`config.mk`:
```
export PLATFORM = sky130hd
export DESIGN_NAME = stp_converter
export DESIGN_NICKNAME = d
export VERILOG_FILES = /design/src/rtl/stp_converter.sv
export SDC_FILE = /design/constraint.sdc
export NUM_CORES = 1
export LEC_CHECK = 0
export ABC_AREA = 1
export CORE_UTILIZATION = 45
export CTS_CLUSTER_SIZE = 20
export DETAILED_ROUTE_END_ITERATION = 7
export GPL_TIMING_DRIVEN = 1
export PLACE_DENSITY = 0.72
export SLEW_MARGIN = 5
export SYNTH_ARGS = -nofsm -noshare
export SYNTH_HDL_FRONTEND = slang
export SYNTH_SLANG_ARGS = --single-unit
```
`constraint.sdc`:
```
create_clock -name clk -period 1.36 [get_ports clk]
set_input_delay 0.272 -clock clk [delete_from_list [all_inputs] [get_ports clk]]
set_output_delay 0.272 -clock clk [all_outputs]
set_load 0.1 [all_outputs]
```
`src/rtl/stp_converter.sv`:
```
// stp_converter: serial-to-parallel stage that assembles a byte stream
// (AES state bytes, column-major) into 32-bit columns d0..d3.
// A 2-bit fill counter tracks byte position inside the current column.
// A 2-bit column counter marks the fourth column of each 16-byte block with
// 'last'. The output register is a single-entry skid: a stalled column keeps
// the fourth byte of the next column off the bus through in_ready.
// Optional feature: define STP_FLUSH_EN to add a 'flush' input. Flush drops
// the partial column and realigns the block boundary.
module stp_converter (
    input  logic       clk,
    input  logic       rst,
`ifdef STP_FLUSH_EN
    input  logic       flush,
`endif
    input  logic [7:0] data_in,
    input  logic       in_valid,
    output logic       in_ready,
    output logic [7:0] d0,
    output logic [7:0] d1,
    output logic [7:0] d2,
    output logic [7:0] d3,
    output logic       out_valid,
    input  logic       out_ready,
    output logic       last
);

    // Fill-counter states: byte position of the next accepted byte
    localparam logic [1:0] B0 = 2'd0;
    localparam logic [1:0] B1 = 2'd1;
    localparam logic [1:0] B2 = 2'd2;
    localparam logic [1:0] B3 = 2'd3;

    logic [1:0] fill_r;
    logic [1:0] col_cnt_r;
    logic [7:0] slot0_r;
    logic [7:0] slot1_r;
    logic [7:0] slot2_r;
    logic [7:0] d0_r;
    logic [7:0] d1_r;
    logic [7:0] d2_r;
    logic [7:0] d3_r;
    logic       out_valid_r;
    logic       last_r;

    logic       flush_s;
    logic       in_ready_s;
    logic       accept_s;
    logic       load_s;
    logic       out_hs_s;

`ifdef STP_FLUSH_EN
    assign flush_s = flush;
`else
    assign flush_s = 1'b0;
`endif

    // Ready unless the 4th byte would have to overwrite a column still waiting downstream
    always_comb begin
        in_ready_s = 1'b1;
        if (flush_s) begin
            in_ready_s = 1'b0;
        end else if ((fill_r == B3) && out_valid_r && !out_ready) begin
            in_ready_s = 1'b0;
        end else begin
            in_ready_s = 1'b1;
        end
    end

    assign accept_s = in_valid && in_ready_s;
    assign load_s   = accept_s && (fill_r == B3);
    assign out_hs_s = out_valid_r && out_ready;

    // Byte-position tracking and assembly slots for bytes 0..2 of a column
    always_ff @(posedge clk) begin
        if (rst) begin
            fill_r  <= B0;
            slot0_r <= 8'h00;
            slot1_r <= 8'h00;
            slot2_r <= 8'h00;
        end else if (flush_s) begin
            fill_r  <= B0;
            slot0_r <= 8'h00;
            slot1_r <= 8'h00;
            slot2_r <= 8'h00;
        end else if (accept_s) begin
            case (fill_r)
                B0: begin
                    slot0_r <= data_in;
                    fill_r  <= B1;
                end
                B1: begin
                    slot1_r <= data_in;
                    fill_r  <= B2;
                end
                B2: begin
                    slot2_r <= data_in;
                    fill_r  <= B3;
                end
                B3: begin
                    fill_r  <= B0;
                end
                default: begin
                    fill_r  <= B0;
                end
            endcase
        end else begin
            fill_r  <= fill_r;
            slot0_r <= slot0_r;
            slot1_r <= slot1_r;
            slot2_r <= slot2_r;
        end
    end

    // Column counter: position of the next loaded column within its 16-byte block
    always_ff @(posedge clk) begin
        if (rst) begin
            col_cnt_r <= 2'd0;
        end else if (flush_s) begin
            col_cnt_r <= 2'd0;
        end else if (load_s) begin
            col_cnt_r <= col_cnt_r + 2'd1;
        end else begin
            col_cnt_r <= col_cnt_r;
        end
    end

    // Output register: a new column wins over a same-cycle handshake so no bubble appears
    always_ff @(posedge clk) begin
        if (rst) begin
            d0_r        <= 8'h00;
            d1_r        <= 8'h00;
            d2_r        <= 8'h00;
            d3_r        <= 8'h00;
            out_valid_r <= 1'b0;
            last_r      <= 1'b0;
        end else if (load_s) begin
            d0_r        <= slot0_r;
            d1_r        <= slot1_r;
            d2_r        <= slot2_r;
            d3_r        <= data_in;
            out_valid_r <= 1'b1;
            last_r      <= (col_cnt_r == 2'd3);
        end else if (out_hs_s) begin
            out_valid_r <= 1'b0;
            last_r      <= 1'b0;
        end else begin
            out_valid_r <= out_valid_r;
            last_r      <= last_r;
        end
    end

    assign in_ready  = in_ready_s;
    assign d0        = d0_r;
    assign d1        = d1_r;
    assign d2        = d2_r;
    assign d3        = d3_r;
    assign out_valid = out_valid_r;
    assign last      = last_r;

endmodule

```
; Word-level counts from Yosys, hierarchy flattened
; Index checks and enable logic that the tools add are counted.
[word_totals]
reg_bits = 62
input_bits = 12
[op_classes]
n_addsub = 1
eq_ne = 4
n_mux = 5
n_reduce_logical = 11
[ops]
columns = operator, n
row1 = $pmux W2 S4, 1
row2 = $eq A2 B2 Y1 const B, 3
row3 = $reduce_and A2 Y1, 3
row4 = $logic_and A1 B1 Y1, 5
row5 = $mux W1, 4
row6 = $add A2 B1 Y2 const B, 1
row7 = $eq A2 B1 Y1 const B, 1
row8 = $logic_not A2 Y1, 1
row9 = $reduce_bool A2 Y1, 1
row10 = $logic_not A1 Y1, 1

; Logic depth before layout (Yosys ltp)
[depth]
ltp_word = 7
depth_mapped = 8
mapped_depth_nobuf = 6

; Worst setup path after synthesis
; OpenSTA, ideal clock, no wires.
[synth_path]
kind = reg-to-reg
start = register out_valid_r (netlist: out_valid)
end = register fill_r[1]
setup_time_ps = 132
t_arrival_ps = 1744
required_time_ps = 1228
slack_ps = -517
stages_incl_launch_ff = 6
n_path_buf = 2
cell_sequence = dfxtp_1 -> nand3_2 -> buf_6 -> buf_6 -> nand3_1 -> a21oi_1
[synth_via]
elab_chain_cells = 4
[synth_lines]
columns = item, line_no
row1 = start: declaration, 42  ; logic out_valid_r;
row2 = start signal: assignment, 147  ; out_valid_r <= out_valid_r;
row3 = $logic_and A1 B1 Y1 (2 in series), 62  ; end else if ((fill_r == B3) && out_valid_r && !out_ready) begin
row4 = $mux W1, 62
row5 = via in_ready, 17  ; output logic in_ready,
row6 = $logic_and A1 B1 Y1, 69  ; assign accept_s = in_valid && in_ready_s;
row7 = end signal: assignment, 107  ; fill_r <= fill_r;
row8 = end: declaration, 33  ; logic [1:0] fill_r;
; The timed path passes the listed nets, and every way through them passes these cells.
; A chain may end at the register's enable or synchronous reset.

; Worst setup path after layout
[layout_path]
start = register fill_r[0]
end = output port in_ready
[layout_via]
elab_chain_cells = 4
[layout_lines]
columns = item, line_no
row1 = $eq A2 B2 Y1, 62
row2 = $logic_and A1 B1 Y1 (2 in series), 62
row3 = $mux W1, 62
row4 = end: declaration, 17
; No other way between the ends.

==> results.py <==
metrics = {
    "setup_path": {
        "cp-start-kind": "flip-flop",
        "worstReg2RegStart": "fill_r[0]$_SDFFE_PP0N_",
        "arrival_ps": 1120,
        "worst-setup-path-type": "reg2out",
        "reg2reg_slack_ps": 0,
        "reg2reg_depth": 8,
        "timing.rr.end": "slot0_r[1]$_SDFFE_PP0P_",
        "worstPathRequired_ps": 1090,
        "path_max_fanout": 2,
        "cp-end-kind": "output port",
    },
    "sta": {
        "finalWorstSetupSlack_ps": -27.6,
        "rsz0062_at_grt": "yes",
        "fin_crit_sh": 1.02,
        "setup_violations": 2,
        "fmax_ghz": 0.721,
        "relSlewSlack": 0.798,
        "clock_skew_ps": 6.47,
        "slew_viol_final": 0,
        "fin_crit_ps": 1390,
        "worst_pin_slew_ps": 304,
        "hold_viol_final": 0,
    },
    "job": {
        "max_cap_violations": 0,
    },
    "run_status": {
        "violations": "setup timing",
        "outcome": "finished, violations left",
    },
    "die": {
        "die_y_um": 80.9,
        "die_x_um": 80.9,
        "fp-row-count": 28,
        "start_util": 0.471,
        "dieArea_um2": 6550,
        "pin_count": 47,
        "core_um2": 5960,
    },
    "routing": {
        "via_per_inst": 5.14,
        "routedWlPerCell_um": 13.3,
        "wl_mm": 6.88,
        "first_pass_iters": 4,
        "ant_nets": 0,
        "vias": 2655,
        "drcViolationCount": 0,
        "dr.first_iter.drc_count": 164,
    },
    "global_route": {
        "grt_max_degree": 28,
        "grt_pass1_wl_mm": 10.7,
        "grt_util_all_layers": 0.215,
        "antenna_found_initial": 0,
        "grt.overflow.total": 0,
        "first_global_vias": 2368,
    },
    "placement": {
        "place_hpwl_mm": 4.55,
        "io_buffers": 46,
        "pre_cts_slack_ps": -243,
        "gp_congestion": 0.881,
        "dp.cells": 500,
    },
    "yosys": {
        "synthFlopType": "dfxtp_1",
        "synth.most_common_cell": "nand2_1",
        "syn_inst": 379,
        "synthDistinctLibCells": 17,
        "synth_top_area_share": 0.443,
        "ys_ff_latch": 62,
        "syn_area_per_cell_um2": 7.39,
        "synthArstFlopShare": 0,
        "syn_nets": 397,
        "synth.largest_area_cell": "dfxtp_1",
        "ys_warn_count": 0,
        "synth_top_cells_by_area": "dfxtp_1 44%, nand4_1 13%, nand2_1 12%",
        "synth_edf_count": 0,
        "synthesis.area_um2": 2800,
        "synthTopCellsByCount": "91 x nand2_1, 62 x dfxtp_1, 61 x inv_1",
        "ys_seq_area_frac": 0.443,
    },
    "final_layout": {
        "seqCellArea_um2": 1250,
        "drive_above_1_share": 0.244,
        "area_growth_pct": 46.2,
        "nFillCells": 456,
        "final_nets": 455,
        "multi_input_area_um2": 1240,
        "final_core_util": 0.688,
        "fin_cells": 517,
        "antenna_cells": 0,
    },
    "hold_path": {
        "hold_path_depth": 3,
        "hold_path_class": "in2reg",
        "hold_end": "fill_r[1]$_SDFFE_PP0N_",
        "min_from": "in_valid",
    },
    "clock_tree": {
        "cts_inserted_buffers": 9,
        "clockRootBuffer": "clkbuf_8",
        "clock_latency_ps": 340,
        "cts_sinks": 62,
        "cts_tree": "yes",
        "htreeDepth": 3,
        "cts_buffer_depth": 2,
        "clk_pin_slew_ps": 60,
        "ctsHoldBuffers": 0,
    },
    "pwr": {
        "powerDensity_nw_per_um2": 952,
        "total_power_w": 0.00390,
        "power_leakage_nw": 1.71,
        "peakVddDrop_uv": 702,
    },
}
how the worst max path moves through the flow:
stage	start	end	slack, ps
after floorplan	fill_r[0]$_SDFFE_PP0N_	slot0_r[0]$_SDFFE_PP0P_	0.03
after global placement	out_ready	in_ready	-210
after detailed placement	out_ready	in_ready	-240
after CTS	fill_r[1]$_SDFFE_PP0N_	in_ready	-50
after global routing	fill_r[0]$_SDFFE_PP0N_	fill_r[0]$_SDFFE_PP0N_	-80
final	fill_r[0]$_SDFFE_PP0N_	in_ready	-30
worst max-delay path: stages (launching register included):
cell and delay [ps]:
dfxtp_2 350, ha_4 160, nand3_4 90, buf_12 170
final cells by class:
class | instances | area share
tap | 75 | 0.0229
inverter | 62 | 0.0586
clock buffer | 15 | 0.0406
sequential | 62 | 0.304
clock inverter | 1 | 0.00122
multi-input combinational | 226 | 0.302
timing repair buffer | 76 | 0.270
cells by family after synthesis:
kind of cell	share of synthesized area
AO/OA/AOI/OAI	0.0643
adder cells (fa/ha/maj)	0.0268
buffers and inverters	0.144
flip-flops	0.443
AND/OR/NAND/NOR	0.322
sequential cells by signal, summed over array words and instances (netlist names):
name,count
d3,8
last,1
col_cnt_r,2
out_valid,1
fill_r,2
d1,8
d0,8
slot2_r,8
d2,8
slot0_r,8
slot1_r,8
layer usage:
layer / share of wire / global-route usage
met1: 0.42 / 0.261
met2: 0.50 / 0.348
met3: 0.053 / 0.0584
met4: 0.019 / 0.107
met5: 0 / 0
power breakdown:
part	internal, W	switching (W)
Sequential	0.00188	0.0000390
Combinational	0.000225	0.000333
Clock	0.000762	0.000668
Total	0.00286	0.00104
cells in the final DEF, fill, tap and decap left out, drive strengths merged:
cell,n
a21oi,36
buf,66
clkbuf,15
clkdlybuf4s50,10
clkinv,2
clkinvlp,2
dfxtp,62
ha,6
inv,59
nand2,92
nand3,7
nand4,58
nor2,27
repair_timing:
item                                    CTS  global route
resized for setup                         7            14
endpoints found under the hold margin     0             0
buffers inserted                          1             1
endpoints found under the setup margin   31            47
pin swaps                                 1             2
gates cloned                              0             0
metrics by stage:
step | hold slack, ps | setup TNS [ps] | area [µm²]
3_5_place_dp | 465 | -10050 | 3810
6_report | 374 | -28.5 | 4100
2_1_floorplan | 440 | 0 | 2820
3_3_place_gp | 453 | -7770 | 3810
4_1_cts | 342 | -47.4 | 4020
5_1_grt | 384 | -1130 | 4100
(Power assumes the default switching activity.)
